[src/rtl/memory_bus_responder_pkg.sv]
// Shared types for the SDRAM-side memory bus responder: FSM states,
// read-cache entry and bus widths.
package memory_bus_responder_pkg;

  localparam int unsigned MEM_ADDR_W  = 27;
  localparam int unsigned MEM_DATA_W  = 8;
  localparam int unsigned MEM_TIMEOUT = 255;

  // Read data returned when nothing valid has been fetched (reset, timeout).
  localparam logic [MEM_DATA_W-1:0] MEM_Q_IDLE = 8'hFF;

  typedef enum logic [1:0] {
    IDLE = 2'd0,
    REQ  = 2'd1,
    HOLD = 2'd2
  } mem_resp_state_t;

  typedef struct packed {
    logic [MEM_ADDR_W-1:0] addr;
    logic [MEM_DATA_W-1:0] data;
    logic                  valid;
  } rd_cache_t;

endpackage

[src/rtl/memory_bus_responder_if.sv]
// Memory-bus request side plus SDRAM controller port of the responder.
// slave = the responder; master = slot logic and SDRAM controller together.
interface memory_bus_responder_if #(
  parameter int unsigned ADDR_W = memory_bus_responder_pkg::MEM_ADDR_W
) ();

  logic [ADDR_W-1:0] mem_addr;
  logic              mem_rnw;
  logic [7:0]        mem_data;
  logic              mem_ram_cs;
  logic [7:0]        mem_q;
  logic              mem_busy;

  logic              sdram_req;
  logic [ADDR_W-1:0] sdram_addr;
  logic              sdram_we;
  logic [7:0]        sdram_din;
  logic              sdram_ack;
  logic [7:0]        sdram_dout;

  logic              timeout_err;

  modport slave (
    input  mem_addr, mem_rnw, mem_data, mem_ram_cs, sdram_ack, sdram_dout,
    output mem_q, mem_busy, sdram_req, sdram_addr, sdram_we, sdram_din, timeout_err
  );

  modport master (
    output mem_addr, mem_rnw, mem_data, mem_ram_cs, sdram_ack, sdram_dout,
    input  mem_q, mem_busy, sdram_req, sdram_addr, sdram_we, sdram_din, timeout_err
  );

endinterface

[src/rtl/memory_bus_responder.sv]
// Turns level-style memory bus accesses into single SDRAM req/ack transactions,
// with a one-entry read cache and a sticky timeout flag.
module memory_bus_responder
  import memory_bus_responder_pkg::*;
#(
  parameter int unsigned ADDR_W  = MEM_ADDR_W,
  parameter int unsigned TIMEOUT = MEM_TIMEOUT
) (
  input  logic                   clk_sys,
  input  logic                   reset,
  memory_bus_responder_if.slave  bus
);

  localparam int unsigned CNT_W = $clog2(TIMEOUT + 1);

  mem_resp_state_t   r_state;
  rd_cache_t         r_cache;
  logic [CNT_W-1:0]  r_cnt;
  logic [ADDR_W-1:0] r_addr;
  logic              r_we;
  logic [7:0]        r_din;
  logic              r_req;
  logic              r_busy;
  logic [7:0]        r_q;
  logic              r_err;
  logic [ADDR_W-1:0] r_hold_addr;
  logic              r_hold_rnw;

  logic              w_rd_hit;
  logic              w_wr_hit;
  logic              w_changed;
  logic              w_start;
  logic [CNT_W-1:0]  w_cnt_inc;
  logic              w_timeout;

  // Access decode: cache hits, changed access under a held cs, timeout reach.
  always_comb begin
    w_rd_hit  = bus.mem_ram_cs && bus.mem_rnw && r_cache.valid &&
                (r_cache.addr == MEM_ADDR_W'(bus.mem_addr));
    w_wr_hit  = r_cache.valid && (r_cache.addr == MEM_ADDR_W'(r_addr));
    w_changed = (bus.mem_rnw != r_hold_rnw) ||
                (bus.mem_rnw && (bus.mem_addr != r_hold_addr));
    w_cnt_inc = r_cnt + CNT_W'(1);
    w_timeout = (w_cnt_inc == CNT_W'(TIMEOUT));
    w_start   = 1'b0;
    case (r_state)
      IDLE:    w_start = bus.mem_ram_cs;
      HOLD:    w_start = bus.mem_ram_cs && w_changed;
      default: w_start = 1'b0;
    endcase
  end

  always_ff @(posedge clk_sys) begin
    if (reset) begin
      r_state     <= IDLE;
      r_cache     <= '0;
      r_cnt       <= '0;
      r_addr      <= '0;
      r_we        <= 1'b0;
      r_din       <= '0;
      r_req       <= 1'b0;
      r_busy      <= 1'b0;
      r_q         <= MEM_Q_IDLE;
      r_err       <= 1'b0;
      r_hold_addr <= '0;
      r_hold_rnw  <= 1'b0;
    end else begin
      case (r_state)
        IDLE, HOLD: begin
          if (w_start) begin
            r_hold_addr <= bus.mem_addr;
            r_hold_rnw  <= bus.mem_rnw;
            if (w_rd_hit) begin
              r_q     <= r_cache.data;
              r_state <= HOLD;
            end else begin
              r_addr  <= bus.mem_addr;
              r_we    <= ~bus.mem_rnw;
              r_din   <= bus.mem_data;
              r_req   <= 1'b1;
              r_busy  <= 1'b1;
              r_cnt   <= '0;
              r_state <= REQ;
            end
          end else if (!bus.mem_ram_cs) begin
            r_state <= IDLE;
          end
        end

        // Ack has priority over a timeout reached in the same cycle.
        REQ: begin
          if (bus.sdram_ack) begin
            r_req   <= 1'b0;
            r_busy  <= 1'b0;
            r_state <= HOLD;
            if (!r_we) begin
              r_q     <= bus.sdram_dout;
              r_cache <= '{addr: MEM_ADDR_W'(r_addr), data: bus.sdram_dout, valid: 1'b1};
            end else if (w_wr_hit) begin
              r_cache.data <= r_din;
            end
          end else if (w_timeout) begin
            r_err         <= 1'b1;
            r_q           <= MEM_Q_IDLE;
            r_cache.valid <= 1'b0;
            r_req         <= 1'b0;
            r_busy        <= 1'b0;
            r_state       <= HOLD;
          end else begin
            r_cnt <= w_cnt_inc;
          end
        end

        default: r_state <= IDLE;
      endcase
    end
  end

  assign bus.mem_q       = r_q;
  assign bus.mem_busy    = r_busy;
  assign bus.sdram_req   = r_req;
  assign bus.sdram_addr  = r_addr;
  assign bus.sdram_we    = r_we;
  assign bus.sdram_din   = r_din;
  assign bus.timeout_err = r_err;

endmodule
[src/flat_wrapper.sv]
// flat-port wrapper written by rule: the top's interface ports become plain ports
module memory_bus_responder_flat import memory_bus_responder_pkg::*;
#(
  parameter int unsigned ADDR_W  = MEM_ADDR_W,
  parameter int unsigned TIMEOUT = MEM_TIMEOUT
)
  (clk_sys, reset, bus_mem_addr, bus_mem_rnw, bus_mem_data, bus_mem_ram_cs, bus_sdram_ack, bus_sdram_dout, bus_mem_q, bus_mem_busy, bus_sdram_req, bus_sdram_addr, bus_sdram_we, bus_sdram_din, bus_timeout_err);
  memory_bus_responder_if #(.ADDR_W(ADDR_W)) bus_i ();
  input  logic clk_sys;
  input  logic reset;
  input wire logic [$bits(bus_i.mem_addr)-1:0] bus_mem_addr;
  input wire logic [$bits(bus_i.mem_rnw)-1:0] bus_mem_rnw;
  input wire logic [$bits(bus_i.mem_data)-1:0] bus_mem_data;
  input wire logic [$bits(bus_i.mem_ram_cs)-1:0] bus_mem_ram_cs;
  input wire logic [$bits(bus_i.sdram_ack)-1:0] bus_sdram_ack;
  input wire logic [$bits(bus_i.sdram_dout)-1:0] bus_sdram_dout;
  output wire logic [$bits(bus_i.mem_q)-1:0] bus_mem_q;
  output wire logic [$bits(bus_i.mem_busy)-1:0] bus_mem_busy;
  output wire logic [$bits(bus_i.sdram_req)-1:0] bus_sdram_req;
  output wire logic [$bits(bus_i.sdram_addr)-1:0] bus_sdram_addr;
  output wire logic [$bits(bus_i.sdram_we)-1:0] bus_sdram_we;
  output wire logic [$bits(bus_i.sdram_din)-1:0] bus_sdram_din;
  output wire logic [$bits(bus_i.timeout_err)-1:0] bus_timeout_err;
  assign bus_i.mem_addr = bus_mem_addr;
  assign bus_i.mem_rnw = bus_mem_rnw;
  assign bus_i.mem_data = bus_mem_data;
  assign bus_i.mem_ram_cs = bus_mem_ram_cs;
  assign bus_i.sdram_ack = bus_sdram_ack;
  assign bus_i.sdram_dout = bus_sdram_dout;
  assign bus_mem_q = bus_i.mem_q;
  assign bus_mem_busy = bus_i.mem_busy;
  assign bus_sdram_req = bus_i.sdram_req;
  assign bus_sdram_addr = bus_i.sdram_addr;
  assign bus_sdram_we = bus_i.sdram_we;
  assign bus_sdram_din = bus_i.sdram_din;
  assign bus_timeout_err = bus_i.timeout_err;
  memory_bus_responder #(.ADDR_W(ADDR_W), .TIMEOUT(TIMEOUT)) u_core (.clk_sys(clk_sys), .reset(reset), .bus(bus_i));
endmodule
[config.mk]
export PLATFORM = sky130hd
export DESIGN_NAME = memory_bus_responder_flat
export DESIGN_NICKNAME = d
export VERILOG_FILES = /design/src/rtl/memory_bus_responder_pkg.sv /design/src/rtl/memory_bus_responder_if.sv /design/src/rtl/memory_bus_responder.sv /design/src/flat_wrapper.sv
export SDC_FILE = /design/constraint.sdc
export NUM_CORES = 1
export LEC_CHECK = 0
export CORE_UTILIZATION = 58
export CTS_CLUSTER_DIAMETER = 120
export DETAILED_ROUTE_END_ITERATION = 10
export PLACE_DENSITY = 0.9
export SETUP_SLACK_MARGIN = 0.02
export SKIP_LAST_GASP = 1
export SLEW_MARGIN = 20
export SYNTH_ARGS = -nofsm -noshare
export SYNTH_HDL_FRONTEND = slang
export SYNTH_SLANG_ARGS = --single-unit
[constraint.sdc]
create_clock -name clk_sys -period 5.25 [get_ports clk_sys]
set_input_delay 1.05 -clock clk_sys [delete_from_list [all_inputs] [get_ports clk_sys]]
set_output_delay 1.05 -clock clk_sys [all_outputs]
set_load 0.01 [all_outputs]
==> results of run 1 <==
## Yosys cell counts, types with 2 or more instances
| master | n |
|---|---|
| nor2_1 | 52 |
| dfxtp_1 | 120 |
| xnor2_1 | 31 |
| xor2_1 | 55 |
| a21oi_1 | 38 |
| nand2_1 | 130 |
| ha_1 | 2 |
| a311oi_1 | 2 |
| clkbuf_1 | 30 |
| buf_2 | 4 |
| a211oi_1 | 10 |
| buf_4 | 3 |
| nand3b_1 | 2 |
| nor2b_1 | 3 |
| nand2b_1 | 16 |
| mux2i_1 | 79 |
| o21ai_0 | 14 |
| nand3_1 | 8 |
| nand4_1 | 9 |
| nor4_1 | 16 |
| inv_1 | 10 |
| o21a_1 | 3 |
| nor3_1 | 3 |
| or3_1 | 5 |
## per-stage QoR
step           power, mW  instances  hold slack [ns]  instance area, um2
4_1_cts             2.55        890            0.483                7360
2_1_floorplan       1.21        664            0.464                5760
3_5_place_dp        1.36        858            0.474                6750
5_1_grt             2.63        890            0.503                7360
6_report            2.55        890            0.479                7360
3_3_place_gp        1.35        858            0.464                6750
## cells by family (layout without fill, tap and decap cells)
kind of cell / Yosys count / after routing / synth area share [%]
flops: 120 / 120 / 41.7
mux: 80 / 80 / 13.9
fa+ha+maj: 2 / 2 / 0.434
xor+xnor: 86 / 86 / 13.1
buf+inv: 49 / 142 / 3.61
compound gates: 78 / 78 / 8.19
simple gates: 249 / 249 / 19.1
## cells in the final DEF, fill, tap and decap left out, drive strengths merged, types with 2 or more instances in the layout
master and count:
nor4 16, nand3 9, clkbuf 19, nor2 52, xor2 55, o21a 3, or3 5, xnor2 31
inv 10, clkinvlp 2, nand2 130, ha 2, a211oi 10, nand4 9, a311oi 2, o21ai 15
mux2i 79, nor2b 3, a21oi 38, nand3b 2, a31oi 2, dfxtp 120, clkdlybuf4s50 93, nand2b 16
buf 6, bufinv 4, nor3 3, clkinv 8
## power by group
part / internal, mW / switching (mW)
Clock: 0.780 / 0.420
Combinational: 0.166 / 0.182
Sequential: 0.959 / 0.0478
Total: 1.91 / 0.649
## state kept, by name (all words and copies together), names as in the netlist
signal	flops
u_core.bus.mem_q	8
u_core.bus.sdram_addr	27
u_core.bus.sdram_din	8
u_core.bus.sdram_req	1
u_core.bus.sdram_we	1
u_core.bus.timeout_err	1
u_core.r_cache	36
u_core.r_cnt	8
u_core.r_hold_addr	27
u_core.r_hold_rnw	1
u_core.r_state	2
## layout make-up
type,instances,area (um2)
well taps,133,166
multi-input cells,495,3170
clock inverters,13,178
flip-flops and latches,120,2400
fillers,638,2320
inverters,11,41.3
clock buffers,19,432
repair buffers,99,976
## worst max-delay path, delay by kind of cell
family                    cells  cell delay (ns)
AOI/OAI and AO/OA             1             0.47
xor gates and xnor gates      1             0.18
buffers and inverters         2             0.83
muxes                         1             0.31
and+or+nand+nor               3             1.12
## routing by layer
| metal | GRT usage (%) | part of all wire (%) |
|---|---|---|
| met5 | 0 | 0 |
| met4 | 15.2 | 3.7 |
| met3 | 8.28 | 6.5 |
| met2 | 54.8 | 50 |
| met1 | 35.7 | 40 |
## worst max-delay path by stage
stage                startpoint                      to  slack, ns
2_1_floorplan   bus_mem_addr[9]  u_core.r_hold_addr[10]       2.56
3_3_place_gp   bus_mem_addr[15]     u_core.bus.sdram_we       1.29
3_5_place_dp   bus_mem_addr[15]     u_core.bus.sdram_we       1.22
4_1_cts        bus_mem_addr[15]     u_core.bus.sdram_we       1.73
5_1_grt        bus_mem_addr[15]     u_core.bus.sdram_we       1.66
6_report       bus_mem_addr[15]     u_core.bus.sdram_we       1.70
==> key figures, run 1 <==
Global route
  • Global-route wire length before repair: 24.7 mm
  • GRT Total Usage: between 30% and 40%
  • Largest net degree at the start of global routing: between 60 and 70
  • Initial antenna violation count: 0
  • Vias in the first global route: 4961
  • Grt ovf: 0

Setup path
  • Crit end category: flop
  • CP startpoint kind: primary input
  • Worst reg2reg path depth: 7
  • CP Class: in -> reg
  • Reg2reg start: u_core.r_hold_addr[15]
  • CP cell instances: clkdlybuf4s50_1 -> xor2_1 -> nor4_1 -> nand4_1 -> o21ai_4 -> nor2_4 -> buf_4 -> mux2_2
  • Arr. time, crit path: 3.96 ns
  • Worst R2R Setup Slack: 2.42 ns
  • Reg2reg end: u_core.bus.sdram_we
  • CP max stage cell: nor4_1
  • Req. time, crit path: around 5.7 ns
  • Max incr delay on CP: roughly 0.60 ns
  • Crit Path Max Fanout: 22

Timing
  • Highest clock rate: 281 MHz
  • Worst slew pin tran: 1.06 ns
  • Max_slew headroom: 29.0%
  • Fin Clk Skew: between 0.007 and 0.008 ns
  • Setup TNS: 0 ns
  • Final setup vio count: 0
  • Fin crit share: 67.7%
  • RSZ-0062 raised after global routing: no
  • Final hold violations: 0
  • Post-route setup slack: 1.70 ns
  • Max-slew violations: 0
  • Tmin final: 3.55 ns

Clock tree
  • Htree depth: 4
  • CTS tree: done
  • Clock slew at reported path FFs: 0.06 ns
  • Root Buffer: clkbuf_8
  • Clock Tree Buf Depth: 2
  • Clock latency on the worst-skew pair: approximately 0.52 ns
  • Post-CTS setup buffer count: 0
  • Cts repair resizes: 0
  • Post-CTS Hold Buffers: 0
  • CTS Sinks: 120
  • Total CTS buffers: 17

Synth
  • Gate Count Post-Synth: 664
  • Post-synth ARST share: 0%
  • Seq cells post-synth: 120
  • Most used flip-flop cell after synthesis: dfxtp_1
  • Sequential fraction of the synthesis area: a little over two fifths
  • Synthesized cell area: just under 0.006 mm2
  • Top cell type's share of synthesized area: 41.7%
  • Synth unique cells: 43
  • Syn Area/Cell: 8.68 um2
  • Ys Warns: 0
  • Synth area leaders: dfxtp_1 42%, mux2i_1 14%, nand2_1 8.5%, xor2_1 8.4%, xnor2_1 4.7%
  • Post-Syn Nets: 714
  • Largest area contributor in the netlist: dfxtp_1
  • Post-synth EDFFs: 0

Placement
  • Post-DP HPWL: 10.2 mm
  • RD Place Congestion: between 0.9 and 1
  • Port buffer count: 94
  • Setup WS pre-CTS: 1.22 ns

Pwr
  • P_leak: 3.03 nW
  • Worst VDD drop: 0.316 mV
  • Power per cell area: about 350 mW/mm2

Min path
  • Worst Hold Depth: 2
  • Hold Path End: u_core.bus.sdram_din[3]
  • Hold Startpoint: u_core.bus.sdram_din[3]
  • Hold Path Class: reg -> reg

Final layout
  • Final Util: about three quarters
  • Post-layout nets: 794
  • Ant. Diodes: 0
  • Share of cells above drive strength 1: 5.81%
  • Layout Area Growth over Synthesis: 27.8%

Detailed routing
  • Total wire length: 15.8 mm
  • Drt wl/cell: ~18 um
  • Vias per cell: just under 6
  • Drt drc: 0
  • DRT antenna net count: 0
  • Initial DRC Count: 327
  • Via count: 5224
  • First-pass detailed-route iteration total: 6

Floorplan
  • Cell row count: 36
  • Chip Width: ~100 um
  • Core box area: 0.00968 mm2
  • Number of I/O pins: between 90 and 100
  • Die area: slightly above 0.01 mm2
  • Height of the die: 102 um
  • Starting Density: 59.5%

Status
  • Run status: completed

Job
  • MaxCap Viol Count: 0
No activity file was read; power rests on OpenSTA's default activity.
==> run 2: changes to the inputs <==
CORE_UTILIZATION = 54   (was 58)
PLACE_DENSITY = 0.85   (was 0.9)
clock period = 3.3 ns   (was 5.25 ns; I/O delays follow)
==> run 2 against run 1 <==
Hold slack improved by 0.0040 ns. Register-to-register slack got worse by 1.7 ns. Largest cell class unchanged. Combinational power rose by 63%. Count of clock-buffer cells in the layout rose by 1. Sequential share of layout area fell by 0.35 points. Routed wire length fell by 0.35%. Flip-flop and latch count did not move. Critical endpoint is now u_core.bus.mem_q[3]. Design area rose by 1.1%. Via count fell by 1.4%. Setup slack got worse by 1.1 ns. Core utilization fell by 3.9 points.
==> key figures, run 2 (synthesis results as in run 1) <==
Clock tree
  • CTS tree: done (unchanged)
  • Htree depth: 4 (unchanged)
  • Post-CTS Hold Buffers: 0 (unchanged)
  • Root Buffer: clkbuf_8 (unchanged)
  • Clock latency on the worst-skew pair: 0.52 ns (about the same)
  • CTS Sinks: 120 (unchanged)
  • Total CTS buffers: 17 (unchanged)
  • Post-CTS setup buffer count: 0 (unchanged)
  • Clock slew at reported path FFs: 0.06 ns (about the same)
  • Clock Tree Buf Depth: 2 (unchanged)
  • Cts repair resizes: 0 (unchanged)

Timing
  • Max_slew headroom: 40.6% (was 29.0%)
  • Final setup vio count: 0 (unchanged)
  • Post-route setup slack: 0.566 ns (was 1.70 ns)
  • Worst slew pin tran: 0.889 ns (was 1.06 ns)
  • Setup TNS: 0 ns (unchanged)
  • Fin Clk Skew: 0.00904 ns (was 0.00738 ns)
  • Highest clock rate: 366 MHz
  • Fin crit share: 82.9%
  • Max-slew violations: 0 (unchanged)
  • Final hold violations: 0 (unchanged)
  • Tmin final: roughly 2.7 ns
  • RSZ-0062 raised after global routing: no (unchanged)

Final layout
  • Register area: 0.00240 mm2 (unchanged)
  • Layout Area Growth over Synthesis: 29.2% (was 27.8%)
  • Fill cell count: 725 (was 638)
  • Final Instance Area: 0.00744 mm2 (was 0.00736 mm2)
  • Leading cell type in the layout, fill and taps excluded: nand2_1 (unchanged)
  • Area of the multi-input gates: 0.00317 mm2 (unchanged)
  • Most frequent cells in the layout: 130 x nand2_1, 120 x dfxtp_1, 93 x clkdlybuf4s50_1 (unchanged)
  • Non-filler instance count after layout: 902 (was 890)
  • Top reg by flops: u_core.r_cache (unchanged)
  • Ant. Diodes: 0 (unchanged)
  • Post-layout nets: 803 (was 794)
  • Largest register FFs: 36 (unchanged)
  • Share of cells above drive strength 1: 6.92% (was 5.81%)

Pwr
  • P_leak: 3.07 nW (was 3.03 nW)
  • Worst VDD drop: 0.280 mV (was 0.316 mV)
  • Total Power: 4.03 mW (was 2.55 mW)
  • Power per cell area: 542 mW/mm2 (was 347 mW/mm2)

Floorplan
  • Cell row count: 37 (was 36)
  • Starting Density: 55.8% (was 59.5%)
  • Chip Width: 105 um (was 102 um)
  • Number of I/O pins: 95 (unchanged)
  • Height of the die: 105 um (was 102 um)
  • Core box area: 0.0103 mm2 (was 0.00968 mm2)
  • Die area: 0.0111 mm2 (was 0.0103 mm2)

Setup path
  • CP startpoint kind: primary input (unchanged)
  • Arr. time, crit path: 3.18 ns (was 3.96 ns)
  • Req. time, crit path: 3.74 ns (was 5.66 ns)
  • Crit end category: flop (unchanged)
  • Crit Path Max Fanout: 8 (was 22)
  • Max incr delay on CP: 0.53 ns (was 0.60 ns)
  • CP cell instances: clkdlybuf4s50_1 -> xor2_1 -> nor4_1 -> nand4_1 -> o21ai_4 -> o21a_1 -> mux2i_1 (was clkdlybuf4s50_1 -> xor2_1 -> nor4_1 -> nand4_1 -> o21ai_4 -> nor2_4 -> buf_4 -> mux2_2)
  • CP Class: in -> reg (unchanged)
  • CP max stage cell: clkdlybuf4s50_1 (was nor4_1)

Placement
  • DP Area: 0.00685 mm2 (was 0.00675 mm2)
  • Port buffer count: 94 (unchanged)
  • Placed Cells: 870 (was 858)
  • Setup WS pre-CTS: 0.146 ns (was 1.22 ns)
  • RD Place Congestion: 0.891 (was 0.961)
  • Post-DP HPWL: 10.6 mm (was 10.2 mm)

Detailed routing
  • Initial DRC Count: 440 (was 327)
  • Drt wl/cell: 17.5 um (was 17.8 um)
  • Total wire length: 15.8 mm (about the same)
  • Max Used Layer: met4 (unchanged)
  • Drt drc: 0 (unchanged)
  • Vias per cell: 5.71 (was 5.87)
  • First-pass detailed-route iteration total: 5 (was 6)
  • M1 WL: 6.33 mm (was 6.27 mm)
  • Via count: 5152 (was 5224)
  • Met3 WL: 1.03 mm (about the same)
  • DRT antenna net count: 0 (unchanged)
  • Metal2 WL: 7.92 mm (was 7.96 mm)

Global route
  • Grt ovf: 0 (unchanged)
  • Vias in the first global route: 5279 (was 4961)
  • Global-route wire length before repair: 25.6 mm (was 24.7 mm)
  • Largest net degree at the start of global routing: 38 (was 67)
  • GRT Total Usage: 29.6% (was 31.5%)
  • Initial antenna violation count: 0 (unchanged)

Job
  • MaxCap Viol Count: 0 (unchanged)

Status
  • Run status: completed (unchanged)

Min path
  • Hold Path Class: reg -> reg (unchanged)
[run 2: cell count changes in the layout (fill, tap and decap cells not counted), sizes merged]
cell,before,now
bufinv,4,3
clkinv,8,5
inv,10,11
clkinvlp,2,4
clkbuf,19,20
buf,6,15
[run 2: where the power goes]
part	internal (mW)	switching, mW
logic	0.278	0.289
registers	1.53	0.0790
clock network	1.19	0.675
total	2.99	1.04
[run 2: area by class of cell]
cell class / count / area share, %
Clock buffer: 20 / 5.98
Clock inverter: 12 / 2.00
Tap cell: 136 / 2.29
Timing Repair Buffer: 108 / 14.3
Inverter: 11 / 0.555
Sequential cell: 120 / 32.3
Multi-Input combinational cell: 495 / 42.6
[run 2: metrics by stage]
step / util, % / hold WS, ns
after floorplan: - / 0.464
after global routing: 72.1 / 0.514
final: 72.1 / 0.483
after detailed placement: 66.3 / 0.460
after CTS: 72.1 / 0.486
after global placement: 66.3 / 0.455
[run 2: final timing paths]
| kind | from | to | slack [ns] | cells past startpoint |
|---|---|---|---|---|
| max reg2reg | u_core.r_cnt[0] | u_core.bus.mem_q[3] | 0.71 | 7 |
| min reg2reg | u_core.bus.sdram_din[6] | u_core.bus.sdram_din[6] | 0.48 | 2 |
| max | bus_mem_addr[10] | u_core.bus.mem_q[3] | 0.57 | 7 |
| min | u_core.bus.sdram_din[6] | u_core.bus.sdram_din[6] | 0.48 | 2 |
[run 2: routing by layer]
metal  GRT usage (%)  vias to the layer above
met1            34.1                     2458
met2            50.6                      231
met5               0                        -
met3            7.48                       46
met4            15.1                        0
li1                -                     2417
[run 2: worst max-delay path: cells and delay by family]
kind | cells | cell delay [ns]
AO/OA/AOI/OAI | 2 | 0.77
XOR/XNOR | 1 | 0.19
buffers and inverters | 1 | 0.53
multiplexers | 1 | 0.28
AND/OR/NAND/NOR | 2 | 0.73
==> run 3: changes to the inputs <==
CORE_UTILIZATION = 48   (was 54)
PLACE_DENSITY = 0.8   (was 0.85)
clock period = 2.3 ns   (was 3.3 ns; I/O delays follow)
==> run 3 against run 2 <==
The flow now finishes with violations (design-rule violations). Highest routed layer unchanged. Routed wire length is 1.6% lower. Global-route usage is 3.9 points lower. Setup slack worse by 0.48 ns. Non-clock buffer count is 28 higher. Register-to-register slack worse by 0.57 ns. Die area is 12% higher. Critical path depth is 3 higher. Critical endpoint is now u_core.r_hold_addr[1]. Cell count is 3.9% higher. Clock power is 37% higher. Sequential share of layout area is 1.2 points lower. Hold slack worse by 0.12 ns. Count of clock-buffer cells in the layout is 3 higher.
==> key figures, run 3 (synthesis results as in run 1) <==
Setup path
  • Req. time, crit path: 2.58 ns (was 3.74 ns)
  • Max incr delay on CP: 0.38 ns (was 0.53 ns)
  • CP cell instances: dlygate4sd2_1 -> xor2_1 -> nor4_2 -> buf_4 -> nand4_1 -> o21ai_4 -> buf_6 -> buf_4 -> mux2i_1 -> nor2_1 (was clkdlybuf4s50_1 -> xor2_1 -> nor4_1 -> nand4_1 -> o21ai_4 -> o21a_1 -> mux2i_1)
  • Worst Setup SP: bus_mem_addr[22] (was bus_mem_addr[10])
  • Critical Path Most Common Cell: buf_4
  • Reg2reg start: u_core.r_cnt[0] (unchanged)
  • Crit Path Max Fanout: 5 (was 8)
  • CP max stage cell: nor4_2 (was clkdlybuf4s50_1)
  • Worst reg2reg path depth: 8 (was 7)
  • Critical Path Sink: u_core.r_hold_addr[1] (was u_core.bus.mem_q[3])
  • CP startpoint kind: primary input (unchanged)
  • Reg2reg end: u_core.r_cnt[6] (was u_core.bus.mem_q[3])
  • CP Class: in -> reg (unchanged)
  • Crit end category: flop (unchanged)
  • Arr. time, crit path: 2.50 ns (was 3.18 ns)
  • Worst R2R Setup Slack: 0.14 ns (was 0.71 ns)

Floorplan
  • Starting Density: 49.8% (was 55.8%)
  • Height of the die: 112 um (was 105 um)
  • Chip Width: 112 um (was 105 um)
  • Die area: 0.0124 mm2 (was 0.0111 mm2)
  • Cell row count: 39 (was 37)
  • Core box area: 0.0116 mm2 (was 0.0103 mm2)
  • Number of I/O pins: 95 (unchanged)

Clock tree
  • Clock Tree Buf Depth: 2 (unchanged)
  • Root Buffer: clkbuf_16 (was clkbuf_8)
  • CTS Sinks: 120 (unchanged)
  • Htree depth: 4 (unchanged)
  • Total CTS buffers: 17 (unchanged)
  • Clock slew at reported path FFs: 0.05 ns (was 0.06 ns)
  • Post-CTS Hold Buffers: 0 (unchanged)
  • Clock latency on the worst-skew pair: 0.41 ns (was 0.52 ns)
  • CTS tree: done (unchanged)

Detailed routing
  • Initial DRC Count: 339 (was 440)
  • Drt drc: 7 (was 0)
  • First-pass detailed-route iteration total: 8 (was 5)
  • DRT antenna net count: 0 (unchanged)
  • Total wire length: 15.5 mm (was 15.8 mm)
  • Drt wl/cell: 16.6 um (was 17.5 um)
  • Vias per cell: 5.48 (was 5.71)
  • Via count: 5137 (was 5152)

Final layout
  • Share of cells above drive strength 1: 11.6% (was 6.92%)
  • Leading cell type in the layout, fill and taps excluded: nand2_1 (unchanged)
  • Most frequent cells in the layout: 129 x nand2_1, 117 x dfxtp_1, 79 x mux2i_1 (was 130 x nand2_1, 120 x dfxtp_1, 93 x clkdlybuf4s50_1)
  • Layout Area Growth over Synthesis: 34.5% (was 29.2%)
  • Ant. Diodes: 0 (unchanged)
  • Top reg by flops: u_core.r_cache (unchanged)
  • Post-layout nets: 831 (was 803)
  • Final Util: 67.0% (was 72.1%)
  • Final Instance Area: 0.00775 mm2 (was 0.00744 mm2)
  • Largest register FFs: 36 (unchanged)

Timing
  • Final hold violations: 0 (unchanged)
  • Final setup vio count: 0 (unchanged)
  • Max_slew headroom: 66.2% (was 40.6%)
  • Fin crit share: 96.4%
  • Fin Clk Skew: 0.00648 ns (was 0.00904 ns)
  • RSZ-0062 raised after global routing: yes (was no)
  • Tmin final: 2.22 ns
  • Highest clock rate: approximately 450 MHz
  • Max-slew violations: 0 (unchanged)
  • Worst slew pin tran: 0.507 ns (was 0.889 ns)

Global route
  • Grt ovf: 0 (unchanged)
  • Global-route wire length before repair: 25.2 mm (was 25.6 mm)
  • Vias in the first global route: 5229 (was 5279)
  • Largest net degree at the start of global routing: 47 (was 38)
  • GRT Total Usage: 25.7% (was 29.6%)
  • Initial antenna violation count: 0 (unchanged)

Placement
  • Post-DP HPWL: 10.9 mm (was 10.6 mm)
  • RD Place Congestion: 0.877 (was 0.891)
  • DP Area: 0.00703 mm2 (was 0.00685 mm2)
  • Port buffer count: 94 (unchanged)

Pwr
  • Power per cell area: 736 mW/mm2 (was 542 mW/mm2)
  • P_leak: 3.35 nW (was 3.07 nW)
  • Total Power: 5.70 mW (was 4.03 mW)
  • Worst VDD drop: 0.464 mV (was 0.280 mV)

Min path
  • Hold Startpoint: reset (was u_core.bus.sdram_din[6])
  • Hold Path Class: in -> reg (was reg -> reg)

Status
  • Run status: finished, violations left (was completed)
  • Failing checks: design-rule violations

Job
  • MaxCap Viol Count: 0 (unchanged)
==> run 3: changes by cell type in the layout (fill, tap and decap cells not counted), moves of 4 or more <==
cell             before  now
nor4_2                0    6
clkdlybuf4s50_1      93   77
nor4_1               16   10
buf_4                12   37
clkinvlp_4            4    0
dlymetal6s2s_1        0   13
==> run 3: report_power, final <==
part | leakage (nW) | internal (mW) | switching (mW)
logic | 2.08 | 0.430 | 0.430
registers | 0.982 | 2.19 | 0.110
clock network | 0.284 | 1.64 | 0.903
==> run 3: worst min path at each step <==
| stage | depth (start not counted) | slack [ns] | to |
|---|---|---|---|
| floorplan | 2 | 0.46 | u_core.r_cache[0] |
| global route | 2 | 0.37 | u_core.bus.sdram_req |
| CTS | 2 | 0.34 | u_core.bus.sdram_req |
| detailed placement | 2 | 0.47 | u_core.bus.timeout_err |
| global placement | 2 | 0.46 | u_core.bus.sdram_din[1] |
| finish | 2 | 0.36 | u_core.bus.sdram_req |
==> run 3: metrics by stage <==
stage               hold slack [ns]  cells  worst slack, ns  TNS (ns)
detailed placement            0.468    900           -0.659    -46.26
floorplan                     0.464    664           0.0936         0
global route                  0.373    937          -0.0115   -0.0115
global placement              0.461    900           -0.659    -48.51
finish                        0.362    937           0.0832         0
CTS                           0.341    934           0.0187         0
==> run 3: area by class of cell <==
| type | instances | area [um2] |
|---|---|---|
| tap | 143 | 179 |
| clock inverter | 9 | 98.8 |
| inverter | 11 | 41.3 |
| fill | 853 | 3820 |
| multi-input combinational | 495 | 3240 |
| clock buffer | 23 | 468 |
| sequential | 120 | 2410 |
| timing repair buffer | 136 | 1320 |
==> run 3: per-layer routing <==
layer | GRT usage [%] | vias to the layer above | wire length (um) | share of wire, %
li1 | - | 2472 | - | -
met5 | 0 | - | 0 | 0
met4 | 11.6 | 0 | 407 | 2.6
met2 | 44.7 | 201 | 7800 | 50
met1 | 29.6 | 2434 | 6430 | 41
met3 | 6.70 | 30 | 898 | 5.8
==> run 3: repair_timing <==
| item | CTS | global route |
|---|---|---|
| gates cloned | 0 | 0 |
| buffers inserted | 2 | 3 |
| gates resized for setup | 10 | 26 |
| setup endpoints to repair | 81 | 74 |
| pin swaps | 3 | 6 |
==> run 3: critical path, delay by kind of cell <==
kind,cells,cell delay (ns)
multiplexers,1,0.21
AND/OR/NAND/NOR,3,0.57
AO/OA/AOI/OAI,1,0.23
XOR/XNOR,1,0.21
buffers and inverters,4,0.80
